$ cat src/rtl/knn_pkg.sv
// Shared types and helpers for the KNN distance datapath.
package knn_pkg;

  // Controller states of the distance calculator.
  typedef enum logic [2:0] {
    IDLE,
    ACCUM,
    REQ,
    WAIT,
    DONE
  } state_t;

  // Default configuration of the feature matrix and chunk bus.
  localparam int unsigned M_DEF      = 60;
  localparam int unsigned N_DEF      = 10;
  localparam int unsigned W_DEF      = 32;
  localparam int unsigned MAX_DEF    = 30;
  localparam int unsigned TYPE_W_DEF = 2;

  // Ceiling log2; returns 0 for v <= 1.
  function automatic int unsigned clog2(input int unsigned v);
    int unsigned r;
    r = 0;
    for (int i = 0; i < 32; i++) begin
      if ((64'd1 << i) < 64'(v)) r = i + 1;
    end
    return r;
  endfunction

  // Accumulator width: a 2W-bit square summed l_tot times.
  function automatic int unsigned acc_width(input int unsigned w, input int unsigned l_tot);
    return 2 * w + clog2(l_tot);
  endfunction

  localparam int unsigned ACC_W = acc_width(W_DEF, M_DEF * N_DEF);

  // Elements carried by the chunk starting at element 'consumed'.
  function automatic int unsigned chunk_len(input int unsigned consumed,
                                            input int unsigned l_tot,
                                            input int unsigned max_el);
    int unsigned rem;
    rem = (consumed < l_tot) ? (l_tot - consumed) : 0;
    return (rem < max_el) ? rem : max_el;
  endfunction

endpackage

$ cat src/rtl/distance_calculator_sq_abs_diff.sv
// Combinational squared absolute difference of two unsigned W-bit operands.
module sq_abs_diff #(
  parameter int unsigned W = 32
) (
  input  logic [W-1:0]   a,
  input  logic [W-1:0]   b,
  output logic [2*W-1:0] sq
);

  logic [W-1:0]   diff;
  logic [2*W-1:0] diff_ext;

  // Subtract the smaller operand from the larger so no sign bit is needed.
  always_comb begin
    diff     = (a >= b) ? (a - b) : (b - a);
    diff_ext = {{W{1'b0}}, diff};
    sq       = diff_ext * diff_ext;
  end

endmodule

$ cat src/rtl/distance_calculator.sv
// Squared Euclidean distance between a training vector and an input vector,
// streamed in chunks; one element is accumulated per clock.
module distance_calculator
  import knn_pkg::*;
#(
  parameter int unsigned M            = M_DEF,
  parameter int unsigned N            = N_DEF,
  parameter int unsigned W            = W_DEF,
  parameter int unsigned MAX_ELEMENTS = MAX_DEF,
  parameter int unsigned TYPE_W       = TYPE_W_DEF
) (
  input  logic                      clk,
  input  logic                      rst,
  input  logic                      ready,
  input  logic [MAX_ELEMENTS*W-1:0] training_data,
  input  logic [TYPE_W-1:0]         training_data_type,
  input  logic [MAX_ELEMENTS*W-1:0] input_data,
  output logic [W-1:0]              distance,
  output logic [TYPE_W-1:0]         data_type,
  output logic                      done,
  output logic                      data_request
);

  localparam int unsigned L_TOT    = M * N;
  localparam int unsigned ACC_BITS = acc_width(W, L_TOT);
  localparam int unsigned IDX_W    = (clog2(MAX_ELEMENTS) > 0) ? clog2(MAX_ELEMENTS) : 1;
  localparam int unsigned CNT_W    = clog2(L_TOT + 1);

  state_t state, state_next;

  logic [W-1:0]        a_chunk [MAX_ELEMENTS];
  logic [W-1:0]        b_chunk [MAX_ELEMENTS];
  logic [IDX_W-1:0]    elem_idx;
  logic [CNT_W-1:0]    consumed;
  logic [ACC_BITS-1:0] acc;
  logic [TYPE_W-1:0]   type_q;

  logic                capture;
  logic [31:0]         lc;
  logic                elem_last;
  logic                final_chunk;
  logic [2*W-1:0]      sq;
  logic [ACC_BITS-1:0] acc_next;
  logic [W-1:0]        dist_sat;

  // Chunks are taken only when the controller is waiting for data.
  assign capture     = ready && ((state == IDLE) || (state == WAIT));
  assign lc          = chunk_len(32'(consumed), L_TOT, MAX_ELEMENTS);
  assign elem_last   = (32'(elem_idx) + 32'd1 == lc);
  assign final_chunk = (32'(consumed) + lc == L_TOT);

  sq_abs_diff #(.W(W)) u_sq (
    .a  (a_chunk[elem_idx]),
    .b  (b_chunk[elem_idx]),
    .sq (sq)
  );

  // Running sum including the current element, clamped to W bits for output.
  always_comb begin
    acc_next = acc + ACC_BITS'(sq);
    dist_sat = (|acc_next[ACC_BITS-1:W]) ? {W{1'b1}} : acc_next[W-1:0];
  end

  // State register.
  // NOTE: sequential state is assigned with <= so every flop samples pre-edge values.
  always_ff @(posedge clk or negedge rst) begin
    if (!rst) state <= IDLE;
    else      state <= state_next;
  end

  // Next-state decode.
  // NOTE: state_next gets a default first so no path through the case infers a latch.
  always_comb begin
    state_next = state;
    unique case (state)
      IDLE:    if (ready) state_next = ACCUM;
      ACCUM:   if (elem_last) state_next = final_chunk ? DONE : REQ;
      REQ:     state_next = WAIT;
      WAIT:    if (ready) state_next = ACCUM;
      DONE:    state_next = IDLE;
      default: state_next = IDLE;
    endcase
  end

  // Chunk buffers; contents are meaningless until a capture so they carry no reset.
  // NOTE: leaving data storage unreset keeps it as plain flops or RAM without a reset tree.
  always_ff @(posedge clk) begin
    if (capture) begin
      for (int k = 0; k < int'(MAX_ELEMENTS); k++) begin
        a_chunk[k] <= training_data[k*W +: W];
        b_chunk[k] <= input_data[k*W +: W];
      end
    end
  end

  // Element counter, accumulator and registered result/handshake outputs.
  always_ff @(posedge clk or negedge rst) begin
    if (!rst) begin
      elem_idx     <= '0;
      consumed     <= '0;
      acc          <= '0;
      type_q       <= '0;
      distance     <= '0;
      data_type    <= '0;
      done         <= 1'b0;
      data_request <= 1'b0;
    end else begin
      done         <= 1'b0;
      data_request <= 1'b0;
      unique case (state)
        IDLE: begin
          if (ready) begin
            elem_idx <= '0;
            consumed <= '0;
            acc      <= '0;
            type_q   <= training_data_type;
          end
        end
        WAIT: begin
          if (ready) elem_idx <= '0;
        end
        ACCUM: begin
          acc <= acc_next;
          if (elem_last) begin
            elem_idx <= '0;
            consumed <= consumed + CNT_W'(lc);
            if (final_chunk) begin
              distance  <= dist_sat;
              data_type <= type_q;
              done      <= 1'b1;
            end else begin
              data_request <= 1'b1;
            end
          end else begin
            elem_idx <= elem_idx + 1'b1;
          end
        end
        default: ;
      endcase
    end
  end

endmodule

$ cat config.mk
export PLATFORM = sky130hd
export DESIGN_NAME = distance_calculator
export DESIGN_NICKNAME = d
export VERILOG_FILES = /design/src/rtl/knn_pkg.sv /design/src/rtl/distance_calculator_sq_abs_diff.sv /design/src/rtl/distance_calculator.sv
export SDC_FILE = /design/constraint.sdc
export NUM_CORES = 2
export LEC_CHECK = 0
export ABC_AREA = 1
export CAP_MARGIN = 20
export CORE_AREA = 5 5 768 770
export CTS_BUF_LIST = sky130_fd_sc_hd__clkbuf_4 sky130_fd_sc_hd__clkbuf_8 sky130_fd_sc_hd__clkbuf_16
export CTS_CLUSTER_DIAMETER = 40
export DETAILED_ROUTE_END_ITERATION = 7
export DIE_AREA = 0 0 773 775
export PLACE_DENSITY = 0.35
export SYNTH_ARGS = -nofsm -noshare
export SYNTH_HDL_FRONTEND = slang
export SYNTH_SLANG_ARGS = --single-unit
$ cat constraint.sdc
create_clock -name clk -period 104.5 [get_ports clk]
set_clock_uncertainty 0.15 [all_clocks]
set_input_delay 15.675 -clock clk [delete_from_list [all_inputs] [get_ports clk]]
set_output_delay 15.675 -clock clk [all_outputs]
set_load 0.05 [all_outputs]
---- Word level (Yosys, flattened, before mapping) ----
Memories as Yosys holds them, arrays and structs flattened.
Cells that the tools add are included.
operators by class
  $lt $le $gt $ge ......................... 3
  reductions and logical operators ........ 13
  mux-type cells .......................... 24
  $mul .................................... 1
  add/sub/neg operators ................... 8
  eq/ne operators ......................... 8
operators with widths
  kind                                                                   count
  74-bit case mux with 2 select lines                                    1
  32-bit 2-to-1 mux                                                      4
  74-bit by 64-bit adder with 74-bit output                              1
  74-bit 2-to-1 mux                                                      1
  32-bit by 32-bit multiplier with 64-bit output                         1
  32-bit subtractor                                                      2
  42-bit OR reduction                                                    1
  10-bit by 32-bit adder with 32-bit output                              1
  32-bit by 10-bit == test with 1-bit output, second input constant      1
  6-bit by 32-bit == test with 1-bit output                              1
  32-bit >= comparator                                                   1
  32-bit by 5-bit < comparator with 1-bit output, second input constant  1
  10-bit 2-to-1 mux                                                      2
  10-bit case mux with 2 select lines                                    1
  10-bit by 10-bit subtractor with 11-bit output, first input constant   1
  10-bit adder                                                           1
  10-bit < comparator, second input constant                             1
  5-bit 2-to-1 mux                                                       2
  5-bit case mux with 2 select lines                                     1
  3-bit 2-to-1 mux                                                       3
  3-bit case mux with 3 select lines                                     1
  1-bit 2-to-1 mux                                                       8
  2-bit AND reduction                                                    4
  5-bit by 1-bit adder with 6-bit output, second input constant          1
  11 further kinds                                                       15
storage, ports and cells
  RAM bits ................................ 1920
  bits in registers ....................... 130
  word-level logic and storage cells ...... 68
  input port bits ......................... 1925
  output and inout bits ................... 36
  memories kept ........................... 2
memory list
  memory   depth  width  rd ports  clocked after memory_dff  write ports  line                       source
  a_chunk  30     32     1         0                         30           distance_calculator.sv:31  logic [W-1:0] a_chunk [MAX_ELEMENTS];
  b_chunk  30     32     1         0                         30           distance_calculator.sv:32  logic [W-1:0] b_chunk [MAX_ELEMENTS];

---- Logic depth before layout (Yosys ltp) ----
  depth after elaboration ................. 9
  gate-level depth with buffers ........... 68
  gate-level depth less buffers ........... 60

---- By module ----
A second synthesis with hierarchy kept.
second synthesis, totals
  cells, all modules ...................... 12136
  area, all modules ....................... 122043.3 um2
by module, submodules not included
  module               times used  cells an instance  sequential area each (um2)  area an instance (um2)
  distance_calculator  1           7692               60908.4                     87476.4
  sq_abs_diff          1           4444               0.0                         34566.9

---- Worst setup path after synthesis ----
Ideal clock, no wire load.
  path kind ............................... input to register
  start point ............................. in ready
  end point ............................... mem a_chunk[0][0], enable pin
  setup time .............................. 4298 ps
  arrival time ............................ 94536 ps
  stages .................................. 2
  path slack .............................. 5516 ps
  buffers on the path ..................... 0
  required time ........................... 100052 ps
  cell sequence ........................... inv_1 nor2_1
RTL lines
  what                line                       source
  start: declaration  distance_calculator.sv:14  input logic ready,
  end: declaration    distance_calculator.sv:31

==> run summary <==
status - completed
vias in the first global route - 96600
actual slew at the worst max-slew pin - 1220 ps
most used flip-flop cell after synthesis - edfxtp_1
CTS H-tree lvls - 5
final WL - 685000 um
share of cells above drive strength 1 - 8.18%
CP Max Fanout - 69
Crit Path Category - in -> reg
critical path required time - 104910 ps
synth cell count leaders - 1920 x edfxtp_1, 1720 x inv_1, 1550 x nor2_1
nets - 16500
post-DR wirelength/cell - 31.5 um
DRC - 0
Arr. time, crit path - 22700 ps
startpoint class of the critical path - primary input
synthesized instance count - 11200
Critical-path top delay cell - buf_4
drt pass-1 iters - 6
Area Growth Syn to Fin - 38.4%
share of the synthesized area in the top cell type - 48.8%
via-per-instance ratio - 4.34
synth top area cells - edfxtp_1 49%, fa_1 15%, inv_1 5.5%
Clock Path Buffers - 4
Post-CTS Repair Setup Buffers - 0
Core ar. - 583000 um^2
FMAX - 44.9 MHz
YS warnings - 0
starting density of the core - 20.3%
die footprint - 599000 um^2
Hold Crit Class - reg -> reg
I/O Buffers - 1960
pin count of the biggest net entering global routing - 176
Final ANT Viol Nets - 0
first-pass GRT wire length - 896000 um
top-count cell post-synth - edfxtp_1
Rows - 281
post-layout min period - 22280 ps
#FFs+latches synth - 2050
Skew-Pair Late Insertion Delay - 1060 ps
CTS tree - yes
Reg clk slew, reported paths - 50 ps
Final Setup Violations - 0
number of synthesized flops with an enable pin - 1920
Top-Level Pins - 1961
Max-Cap Viols - 0
initial drt markers - 7236
GRT Overall Usage - 22.1%
Seq/Total Area, Yosys - 51.6%
die width - 773 um
DR vias - 94300
Core Util, Final - 28.0%
initial antenna violation count - 554
CP endpoint kind - flop
CP Cell Sequence - clkdlybuf4s50_1, inv_1, nor2_4, buf_4, buf_4, buf_4, buf_4, buf_4, buf_4, buf_4, buf_4
Mapped Area - 118000 um^2
Final Hold Violating Endpoints - 0
leading area contributor after synthesis - edfxtp_1
Routability Congestion - 0.920
hold_buf cts - 0
Critical Path Max Stage Delay - 850 ps
most frequent CP cell - buf_4
Die H - 775 um
Clock Sink Count - 2050
Avg Cell Area, Syn - 10.5 um^2
fraction of registers with async set/reset - 6.34%
final period utilization - 21.3%
max_slew headroom - 19.0%
RSZ-0062 raised after global routing - no
setup_tns - 0 ps
dpl hpwl - 555000 um
total CTS buffers - 438
grt total ovfl - 0
post_cts resized - 0
Slew Limit Fails - 0
Root Driver - clkbuf_16
post-synthesis cell type count - 55
==> kinds of logic after synthesis <==
| kind of cell | after synthesis | synth area share, % |
|---|---|---|
| AOI/OAI and AO/OA | 2065 | 9.95 |
| DFF | 2050 | 51.6 |
| muxes | 3 | 0.0275 |
| and+or+nand+nor | 3483 | 11.7 |
| other | 2 | 0.00636 |
| adders and majority gates | 1221 | 18.5 |
| buffers and inverters | 2274 | 7.47 |
| xor gates and xnor gates | 106 | 0.786 |
==> area by class of cell <==
cell class	instances	area [um^2]
clock buffer	499	11500
clock inverter	322	3990
timing repair buffer	2207	21700
sequential	2050	60900
inverter	1736	6550
fill	61800	419000
antenna	229	573
multi-input combinational	6894	48500
tap	7782	9740
==> placed cells by master, fill, tap and decap left out, types with 29 or more instances in the layout <==
master           Yosys  layout
buf_4               11     225
inv_1             1720    1717
o211ai_1            65      65
nand2_2             23      29
nand3_1            300     298
edfxtp_1          1920    1920
clkinv_2             0      89
xor2_1              88      88
clkinvlp_4           0      57
o22ai_1            269     268
o21ai_0           1258    1211
clkbuf_16            0     441
clkinv_1             5      57
o221ai_1           156     154
a32o_1              39      39
clkbuf_4             0      51
nand2_1           1510    1504
fa_1               876     876
bufinv_16            0      66
ha_1               345     345
diode_2              0     229
nor2_1            1550    1544
dfrtp_1            130     126
o21ai_1             29      76
clkdlybuf4s50_1      0    1959
a21oi_1            202     202
==> worst max-delay path, delay by kind of cell <==
kind / cells / cell delay, ps
buf+inv: 10 / 6260
simple gates: 1 / 400
==> path summary, 6_finish.rpt <==
path                       depth (start not counted)   startpoint  slack [ps]             end
max                                               11        ready       82220  a_chunk[24][6]
min                                                2    type_q[0]         320    data_type[0]
max reg2reg                                       58  elem_idx[0]       85630    distance[28]
min reg2reg                                        2    type_q[0]         320    data_type[0]
max in group asynchronous                          3          rst       87750         acc[11]
min in group asynchronous                          1          rst       14610    distance[30]
==> through the flow <==
| stage | setup WS [ps] | hold slack [ps] | cells | area, um^2 |
|---|---|---|---|---|
| after floorplan | 5520 | 295 | 11200 | 118000 |
| after global placement | 81180 | 309 | 20600 | 147000 |
| after detailed placement | 81190 | 312 | 20700 | 147000 |
| after CTS | 82250 | 323 | 21500 | 163000 |
| after global routing | 81960 | 353 | 21600 | 163000 |
| final | 82220 | 322 | 21700 | 163000 |
==> flip-flops by register name, indices dropped and copies added (netlist names) <==
signal / cells
a_chunk: 960
consumed: 10
acc: 74
elem_idx: 5
data_type: 2
distance: 32
type_q: 2
data_request: 1
b_chunk: 960
state: 3
done: 1
==> per-layer routing <==
metal  global-route usage, %  wire length (um)  up-vias
met1                    27.4            282000    47300
met5                       0              1410        -
met2                    38.5            338000     3519
met4                    6.10             21000      224
met3                    5.18             42600     1381
li1                        -                 -    41900
Power is left out: the tool's default activity adds up to more than one toggle a clock period on the data nets, which glitch-free logic cannot reach.
